File: src/rtl/dir_queue.sv
`default_nettype none
// ============================================================================
// dir_queue : synchronised button edges, heading FIFO and move-tick generator
// rev 1.0
// ============================================================================
module dir_queue #(
  parameter int TICK_BASE = 1000000,
  parameter int DEPTH     = 4
) (
  input  logic                   clk,
  input  logic                   reset,
  input  logic [3:0]             dir_pb,
  input  logic                   pause_pb,
  input  logic                   game_over,
  input  logic [1:0]             speed,
  output logic                   move_tick,
  output logic [1:0]             direction,
  output logic [1:0]             state,
  output logic [$clog2(DEPTH):0] queue_count,
  output logic                   overflow
);

  localparam int AW = $clog2(DEPTH);
  localparam int QW = AW + 1;
  localparam int CW = $clog2(TICK_BASE * 4 + 1);

  localparam logic [QW-1:0] c_full = QW'(DEPTH);
  localparam logic [CW-1:0] c_p0   = CW'(TICK_BASE * 4);
  localparam logic [CW-1:0] c_p1   = CW'(TICK_BASE * 3);
  localparam logic [CW-1:0] c_p2   = CW'(TICK_BASE * 2);
  localparam logic [CW-1:0] c_p3   = CW'(TICK_BASE);

  typedef enum logic [1:0] {
    S_IDLE  = 2'd0,
    S_RUN   = 2'd1,
    S_PAUSE = 2'd2,
    S_OVER  = 2'd3
  } state_t;

  state_t          r_state;
  logic [3:0]      r_dir_s1, r_dir_s2, r_dir_d;
  logic            r_pau_s1, r_pau_s2, r_pau_d;
  logic [1:0]      r_dir;
  logic [1:0]      r_fifo [DEPTH];
  logic [AW-1:0]   r_wr, r_rd;
  logic [QW-1:0]   r_count;
  logic [CW-1:0]   r_cnt, r_period;
  logic            r_tick, r_ovf;

  logic [3:0]      w_dir_edge;
  logic            w_pause_edge;
  logic            w_dir_req;
  logic [1:0]      w_dir_val;
  logic [AW-1:0]   w_tail_idx;
  logic [1:0]      w_ref;
  logic            w_accept;
  logic            w_wrap;
  logic            w_pop;
  logic            w_push;
  logic [CW-1:0]   w_period_sel;

  always_ff @(posedge clk or posedge reset) begin
    if (reset) begin
      r_dir_s1 <= 4'd0;
      r_dir_s2 <= 4'd0;
      r_dir_d  <= 4'd0;
      r_pau_s1 <= 1'b0;
      r_pau_s2 <= 1'b0;
      r_pau_d  <= 1'b0;
    end else begin
      r_dir_s1 <= dir_pb;
      r_dir_s2 <= r_dir_s1;
      r_dir_d  <= r_dir_s2;
      r_pau_s1 <= pause_pb;
      r_pau_s2 <= r_pau_s1;
      r_pau_d  <= r_pau_s2;
    end
  end

  assign w_dir_edge   = r_dir_s2 & ~r_dir_d;
  assign w_pause_edge = r_pau_s2 & ~r_pau_d;

  always_comb begin
    w_dir_req = 1'b1;
    w_dir_val = 2'd0;
    if (w_dir_edge[0])      w_dir_val = 2'd0;
    else if (w_dir_edge[1]) w_dir_val = 2'd1;
    else if (w_dir_edge[2]) w_dir_val = 2'd2;
    else if (w_dir_edge[3]) w_dir_val = 2'd3;
    else                    w_dir_req = 1'b0;

    w_tail_idx = r_wr - AW'(1);
    w_ref      = (r_count != '0) ? r_fifo[w_tail_idx] : r_dir;
    // Encoding puts each axis in bit 1, so same axis means equal or reverse.
    w_accept   = w_dir_req && (w_dir_val[1] != w_ref[1]);

    w_wrap = (r_cnt == r_period - CW'(1));
    w_pop  = w_wrap && (r_count != '0);
    w_push = w_accept && ((r_count != c_full) || w_pop);

    case (speed)
      2'd0:    w_period_sel = c_p0;
      2'd1:    w_period_sel = c_p1;
      2'd2:    w_period_sel = c_p2;
      default: w_period_sel = c_p3;
    endcase
  end

  always_ff @(posedge clk or posedge reset) begin
    if (reset) begin
      r_state  <= S_IDLE;
      r_dir    <= 2'd3;
      r_wr     <= '0;
      r_rd     <= '0;
      r_count  <= '0;
      r_cnt    <= '0;
      r_period <= c_p0;
      r_tick   <= 1'b0;
      r_ovf    <= 1'b0;
      for (int i = 0; i < DEPTH; i++) r_fifo[i] <= 2'd0;
    end else begin
      r_tick <= 1'b0;
      r_ovf  <= 1'b0;
      if (game_over) begin
        r_state <= S_OVER;
        r_wr    <= '0;
        r_rd    <= '0;
        r_count <= '0;
        r_cnt   <= '0;
      end else begin
        case (r_state)
          S_IDLE: begin
            r_cnt    <= '0;
            r_period <= w_period_sel;
            if (w_accept) begin
              r_dir   <= w_dir_val;
              r_state <= S_RUN;
            end
          end
          S_RUN: begin
            if (w_pause_edge) begin
              r_state <= S_PAUSE;
            end else begin
              if (w_wrap) begin
                r_cnt    <= '0;
                r_period <= w_period_sel;
                r_tick   <= 1'b1;
              end else begin
                r_cnt <= r_cnt + CW'(1);
              end
              // Pop reads the old head; a coincident push lands at the tail.
              if (w_pop) begin
                r_dir <= r_fifo[r_rd];
                r_rd  <= r_rd + AW'(1);
              end
              if (w_push) begin
                r_fifo[r_wr] <= w_dir_val;
                r_wr         <= r_wr + AW'(1);
              end
              if (w_accept && !w_push) r_ovf <= 1'b1;
              if (w_push && !w_pop)      r_count <= r_count + QW'(1);
              else if (w_pop && !w_push) r_count <= r_count - QW'(1);
            end
          end
          S_PAUSE: begin
            if (w_pause_edge) r_state <= S_RUN;
          end
          default: begin
            r_wr    <= '0;
            r_rd    <= '0;
            r_count <= '0;
            r_cnt   <= '0;
          end
        endcase
      end
    end
  end

  assign move_tick   = r_tick;
  assign direction   = r_dir;
  assign state       = r_state;
  assign queue_count = r_count;
  assign overflow    = r_ovf;

endmodule
`default_nettype wire
File: config.mk
export PLATFORM = sky130hd
export DESIGN_NAME = dir_queue
export DESIGN_NICKNAME = d
export VERILOG_FILES = /design/src/rtl/dir_queue.sv
export SDC_FILE = /design/constraint.sdc
export NUM_CORES = 1
export LEC_CHECK = 0
export BUFFER_PORTS_ARGS = -buffer_cell sky130_fd_sc_hd__buf_2
export CAP_MARGIN = 20
export CORE_MARGIN = 2
export CORE_UTILIZATION = 35
export CTS_CLUSTER_SIZE = 14
export DETAILED_ROUTE_END_ITERATION = 12
export MAX_ROUTING_LAYER = met4
export PLACE_DENSITY_LB_ADDON = 0.3
export SLEW_MARGIN = 5
export SYNTH_ARGS = -nofsm -noshare
export SYNTH_HDL_FRONTEND = slang
export SYNTH_SLANG_ARGS = --single-unit
File: constraint.sdc
create_clock -name clk -period 4.86 [get_ports clk]
set_input_delay 0 -clock clk [delete_from_list [all_inputs] [get_ports clk]]
set_output_delay 0 -clock clk [all_outputs]
set_load 0.02 [all_outputs]
=== Word-level counts from Yosys, hierarchy flattened ===
Index checks and enable logic that the tools add are counted.

* Register bits after elaboration: 80
* Bits in latches: 0
* RAM bits: 0
* Bits in read-only memories: 0
* Output and inout bits: 9
* Word-level logic and storage cells: 139
* Memories kept: 0

* Add/sub/neg operators: 7
* $mul: 0
* Divide/modulo/power cells: 0
* Order comparisons: 4
* Eq/ne operators: 20
* Shift operators: 0
* Mux-type cells: 56
* Bitwise logic cells: 9
* Reduce and logical (&&, ||, !) cells: 24

{| class="wikitable"
|+ Operator list
! cell !! count
|-
| $mux 22 || 5
|-
| $pmux 22 s2 || 2
|-
| $pmux 22 s3 || 1
|-
| $mux 2 || 23
|-
| $add 22x1->22 const B || 1
|-
| $eq 22x22->1 || 1
|-
| $sub 22x1->22 const B || 1
|-
| $ne 3x3->1 const B || 7
|-
| $mux 1 || 12
|-
| $mux 3 || 4
|-
| $pmux 2 s2 || 3
|-
| $reduce_and 4->1 || 3
|-
| $ne 2x2->1 const B || 5
|-
| $ge 3x3->1 const B || 3
|-
| $not 2->3 || 3
|-
| $reduce_and 3->1 || 3
|-
| $bmux 2 s2 || 2
|-
| $bwmux 8 || 1
|-
| $logic_and 1x1->1 || 7
|-
| $pmux 2 s3 || 1
|-
| $pmux 3 s2 || 1
|-
| $reduce_and 5->1 || 1
|-
| $add 2x1->2 const B || 2
|-
| $and 4x4->4 || 1
|-
| other kinds (21) || 27
|}

=== Longest topological paths before layout ===
* Depth after elaboration: 16
* Depth in mapped cells: 16

=== Worst setup path after synthesis ===
Ideal clock, no wire load.

* Path kind: register to register
* Start point: register r_period[14]
* End point: register r_count[2], in the netlist queue_count[2]
* Data arrival time: 3710 ps
* Slack: 1081 ps
* Cell stages (with the launch flop): 15
* Path buffers: 2
* Clock period less this slack: 3779 ps
* Cells stage by stage: dfrtp_1 -> buf_6 -> inv_1 -> ha_1 -> nor4b_1 -> mux2_2 -> nand4b_1 -> or4_1 -> or4_1 -> buf_2 -> o211ai_2 -> inv_1 -> fa_1 -> o41a_1 -> nand3_1

* Longest elaborated chain between the ends: 10
* Elaborated cells between the ends (all ways): 15

{| class="wikitable"
|+ Ends and longest elaborated chain
! item !! line !! RTL
|-
| start: declaration || 47 || <nowiki>logic [CW-1:0] r_cnt, r_period;</nowiki>
|-
| start signal: assignment || 117 || <nowiki>r_period <= c_p0;</nowiki>
|-
| start signal: assignment || 134 || <nowiki>r_period <= w_period_sel;</nowiki>
|-
| start signal: assignment || 146 || <nowiki>r_period <= w_period_sel;</nowiki>
|-
| $sub 22x1->22 (*) || 97 || <nowiki>w_wrap = (r_cnt == r_period - CW'(1));</nowiki>
|-
| $eq 22x22->1 (*) || 97 ||
|-
| $logic_and 1x1->1 (*) || 98 || <nowiki>w_pop = w_wrap && (r_count != '0);</nowiki>
|-
| $logic_or 1x1->1 || 99 || <nowiki>w_push = w_accept && ((r_count != c_full) || w_pop);</nowiki>
|-
| $logic_and 1x1->1 || 99 ||
|-
| $logic_and 1x1->1 || 161 || <nowiki>if (w_push && !w_pop) r_count <= r_count + QW'(1);</nowiki>
|-
| $mux 3 || 161 ||
|-
| $mux 3 || 141 || <nowiki>if (w_pause_edge) begin</nowiki>
|-
| $pmux 3 s2 || 131 || <nowiki>case (r_state)</nowiki>
|-
| $mux 3 || 124 || <nowiki>if (game_over) begin</nowiki>
|-
| end signal: assignment || 161 ||
|-
| end signal: assignment || 162 || <nowiki>else if (w_pop && !w_push) r_count <= r_count - QW'(1);</nowiki>
|-
| end: declaration || 46 || <nowiki>logic [QW-1:0] r_count;</nowiki>
|}

Every way passes the cells marked *; elsewhere a longest branch is shown, timed or not. The select of a mux whose other input is x is not followed.
A chain may end at the register's enable or synchronous reset.

=== Final worst setup path ===
Same ends and word-level chain as after synthesis.

==> flow_summary.toml <==
[drt]
ant_nets = 0
routedWlPerCell_um = 14.4
routed_via_density = 5.22
num_vias = 2789
wirelength_um = 7690
dr.first_iter.drc_count = 284
drc = 0
drt_pre_antenna_iters = 4

[sta]
period_share_pct = 86.0
rsz0062_at_grt = "false"
setup_viol_count_final = 0
fmaxAchievable_mhz = 239
fin_crit_ns = 4.18
setup_tns_ns = 0
worst_slew_pin_slew_ns = 0.888
slew_headroom_pct = 40.8
worst_slack_ns = 0.680
slew_violations = 0
hold_violations = 0
fin_worst_skew_ns = 0.00764

[final_layout]
nFillCells = 989
register_area_mm2 = 0.00163
finish.net_count = 419
drive_gt1_share_pct = 18.8
diodes = 0
area_delta_synth_final_pct = 12.0
multiInputGateArea_mm2 = 0.00192
fin_util_pct = 40.2

[logic_synthesis]
yosys-top-cells-count = "59 x dfrtp_1, 29 x nand2_1, 29 x nor2_1, 20 x o21ai_0, 17 x a21oi_1"
yosysMostFrequentCell = "dfrtp_1"
synth.avg_cell_area_um2 = 10.0
syn-instance-count = 368
synth_top_cell_by_area = "dfrtp_1"
async_flop_share_pct = 100
synth.top_cell.area_share_pct = 40.0
synthXorXnorAreaFrac_pct = 4.03
synthSimpleGateAreaFrac_pct = 20.2
synth_cell_types = 59
synth_fa_ha_area_share_pct = 5.62
synth_edf_count = 0
synth_top_family_by_area = "simple AND/OR/NAND/NOR gates"
muxShareOfSynthArea_pct = 6.91
synth_nets = 394
synth_area_mm2 = 0.00369
synth_ff_type = "dfrtp_1"
synth_compound_area_share_pct = 15.2
synth_area_leaders = "dfrtp_1 40%, ha_1 5.1%, dfstp_2 4.3%"
ys_seq_elements = 65
ys.warnings.count = 0
ys_seq_area_share_pct = 44.2

[clocking]
cts_max_level = 3
root_buffer = "clkbuf_8"
cts_tree = "built"
insertion_delay_ns = 0.35
postCtsSetupBuffers = 0
cts.clk_slew.worst_paths_ns = 0.08
clk_path_buf_depth = 2
cts_sinks = 65
numCtsBuffers = 9
cts_resized = 0

[floorplan]
io_pins = 19
die_w_um = 107
die_y_um = 107
rows = 37
initial_core_util_pct = 36.0
core-area_mm2 = 0.0103
die-area_mm2 = 0.0114

[worst_setup_path]
max_stage_delay_ns = 0.59
cp_max_fo = 11
required_ns = 5.15
cp-start-kind = "flip-flop"
end_kind = "flip-flop"
critPathSlowestCell = "or4_1"
path_cells = "inv_1 -> ha_1 -> nor4b_1 -> mux2_2 -> nand4b_1 -> or4_1 -> or4_1 -> o211ai_2 -> inv_1 -> fa_1 -> o41a_1 -> nand3_1"
arrival_ns = 4.47
crit_type = "reg -> reg"

[global_routing]
antenna_found_initial = 0
grt_usage_pct = 15.2
global_route.overflow_total = 0
grt_pass1_vias = 2723
grt_pass1_wl_um = 13300
grt_max_degree = 66

[placed_design]
gp_congestion = 0.832
hpwlAfterDp_um = 5470
port_buffers = 18
dp_slack_ns = 0.723

[status]
run_status = "complete, no violations"

[power]
irDropWorstVdd_mv = 0.238
p_leak_uw = 0.00174
power.density_mw_per_mm2 = 360
finalPower_uw = 1490

[flow_run]
maxCapViolations = 0

[min_path]
hp-class = "in -> reg"
[placed cells by master (no fill, tap or decap), types with 8 or more instances in the layout]
master,count
a31oi_1,14
dfrtp_1,59
nand2b_1,12
nand3_1,14
nor2b_1,8
o21ai_0,20
xnor2_1,12
nand2_1,29
buf_2,18
inv_1,15
ha_1,15
mux2_2,14
clkbuf_8,9
nor2_1,29
a21oi_1,17
[what timing repair did]
| item | CTS | global route |
|---|---|---|
| endpoints found under the setup margin | 0 | 0 |
| hold endpoints to repair | 65 | 0 |
| hold buffers | 7 | 0 |
[per-layer routing]
| metal | track usage [%] | vias to the layer above | wire [um] |
|---|---|---|---|
| li1 | - | 1386 | - |
| met1 | 20.9 | 1320 | 3960 |
| met2 | 22.0 | 69 | 3290 |
| met3 | 3.65 | 14 | 296 |
| met4 | 5.66 | 0 | 140 |
| met5 | - | - | 0 |
[final cells by class]
class                           count  share of cell area [%]
Clock inverter                      7                    1.30
Tap cell                          136                    4.11
Inverter                           16                    1.45
Sequential cell                    65                    39.5
Timing Repair Buffer               27                    4.23
Multi-Input combinational cell    274                    46.4
Clock buffer                        9                    2.99
[registers in the layout, indices dropped and copies added, names as in the netlist]
signal / flops
state: 2
r_dir_s2: 4
r_pau_s2: 1
queue_count: 3
move_tick: 1
r_pau_d: 1
r_dir_d: 4
r_rd: 2
r_wr: 2
r_fifo: 8
r_period: 7
r_cnt: 22
overflow: 1
direction: 2
r_pau_s1: 1
r_dir_s1: 4
[final timing paths]
check	startpoint	endpoint	slack, ns	cells after the start
setup / recovery	r_period[14]	queue_count[2]	0.68	12
hold reg to reg	r_dir_s1[0]	r_dir_s2[0]	0.36	0
min in group asynchronous	reset	r_pau_s1	0.43	4
hold / removal	game_over	state[0]	0.05	2
max in group asynchronous	reset	r_cnt[18]	3.91	4
setup reg to reg	r_period[14]	queue_count[2]	0.68	12
[cell families after synthesis]
family / count (synthesis)
multiplexers: 20
buffers and inverters: 29
AO/OA/AOI/OAI: 84
adder cells (fa/ha/maj): 16
flip-flops: 65
AND/OR/NAND/NOR: 137
XOR/XNOR: 17
[critical path: cells and delay by family, from the launching register on]
| kind | cells | cell delay (ns) |
|---|---|---|
| adders and majority gates | 2 | 0.64 |
| and+or+nand+nor | 5 | 1.61 |
| AOI/OAI and AO/OA | 2 | 0.74 |
| DFF | 1 | 0.49 |
| muxes | 1 | 0.40 |
| buffers and inverters | 2 | 0.24 |
[where the power goes]
part / total [uW] / internal, uW / switching [uW]
clock: 416 / 188 / 228
sequential: 673 / 606 / 67.3
combinational: 400 / 171 / 229
[through the flow]
| stage | std cells | instance area (um^2) | hold slack [ns] |
|---|---|---|---|
| 6_report | 534 | 4140 | 0.0519 |
| 3_5_place_dp | 511 | 3890 | 0.110 |
| 2_1_floorplan | 368 | 3690 | 0.0314 |
| 5_1_grt | 534 | 4140 | 0.0462 |
| 3_3_place_gp | 511 | 3890 | 0.110 |
| 4_1_cts | 534 | 4140 | 0.0291 |
Power figures use the tool's default switching activity.
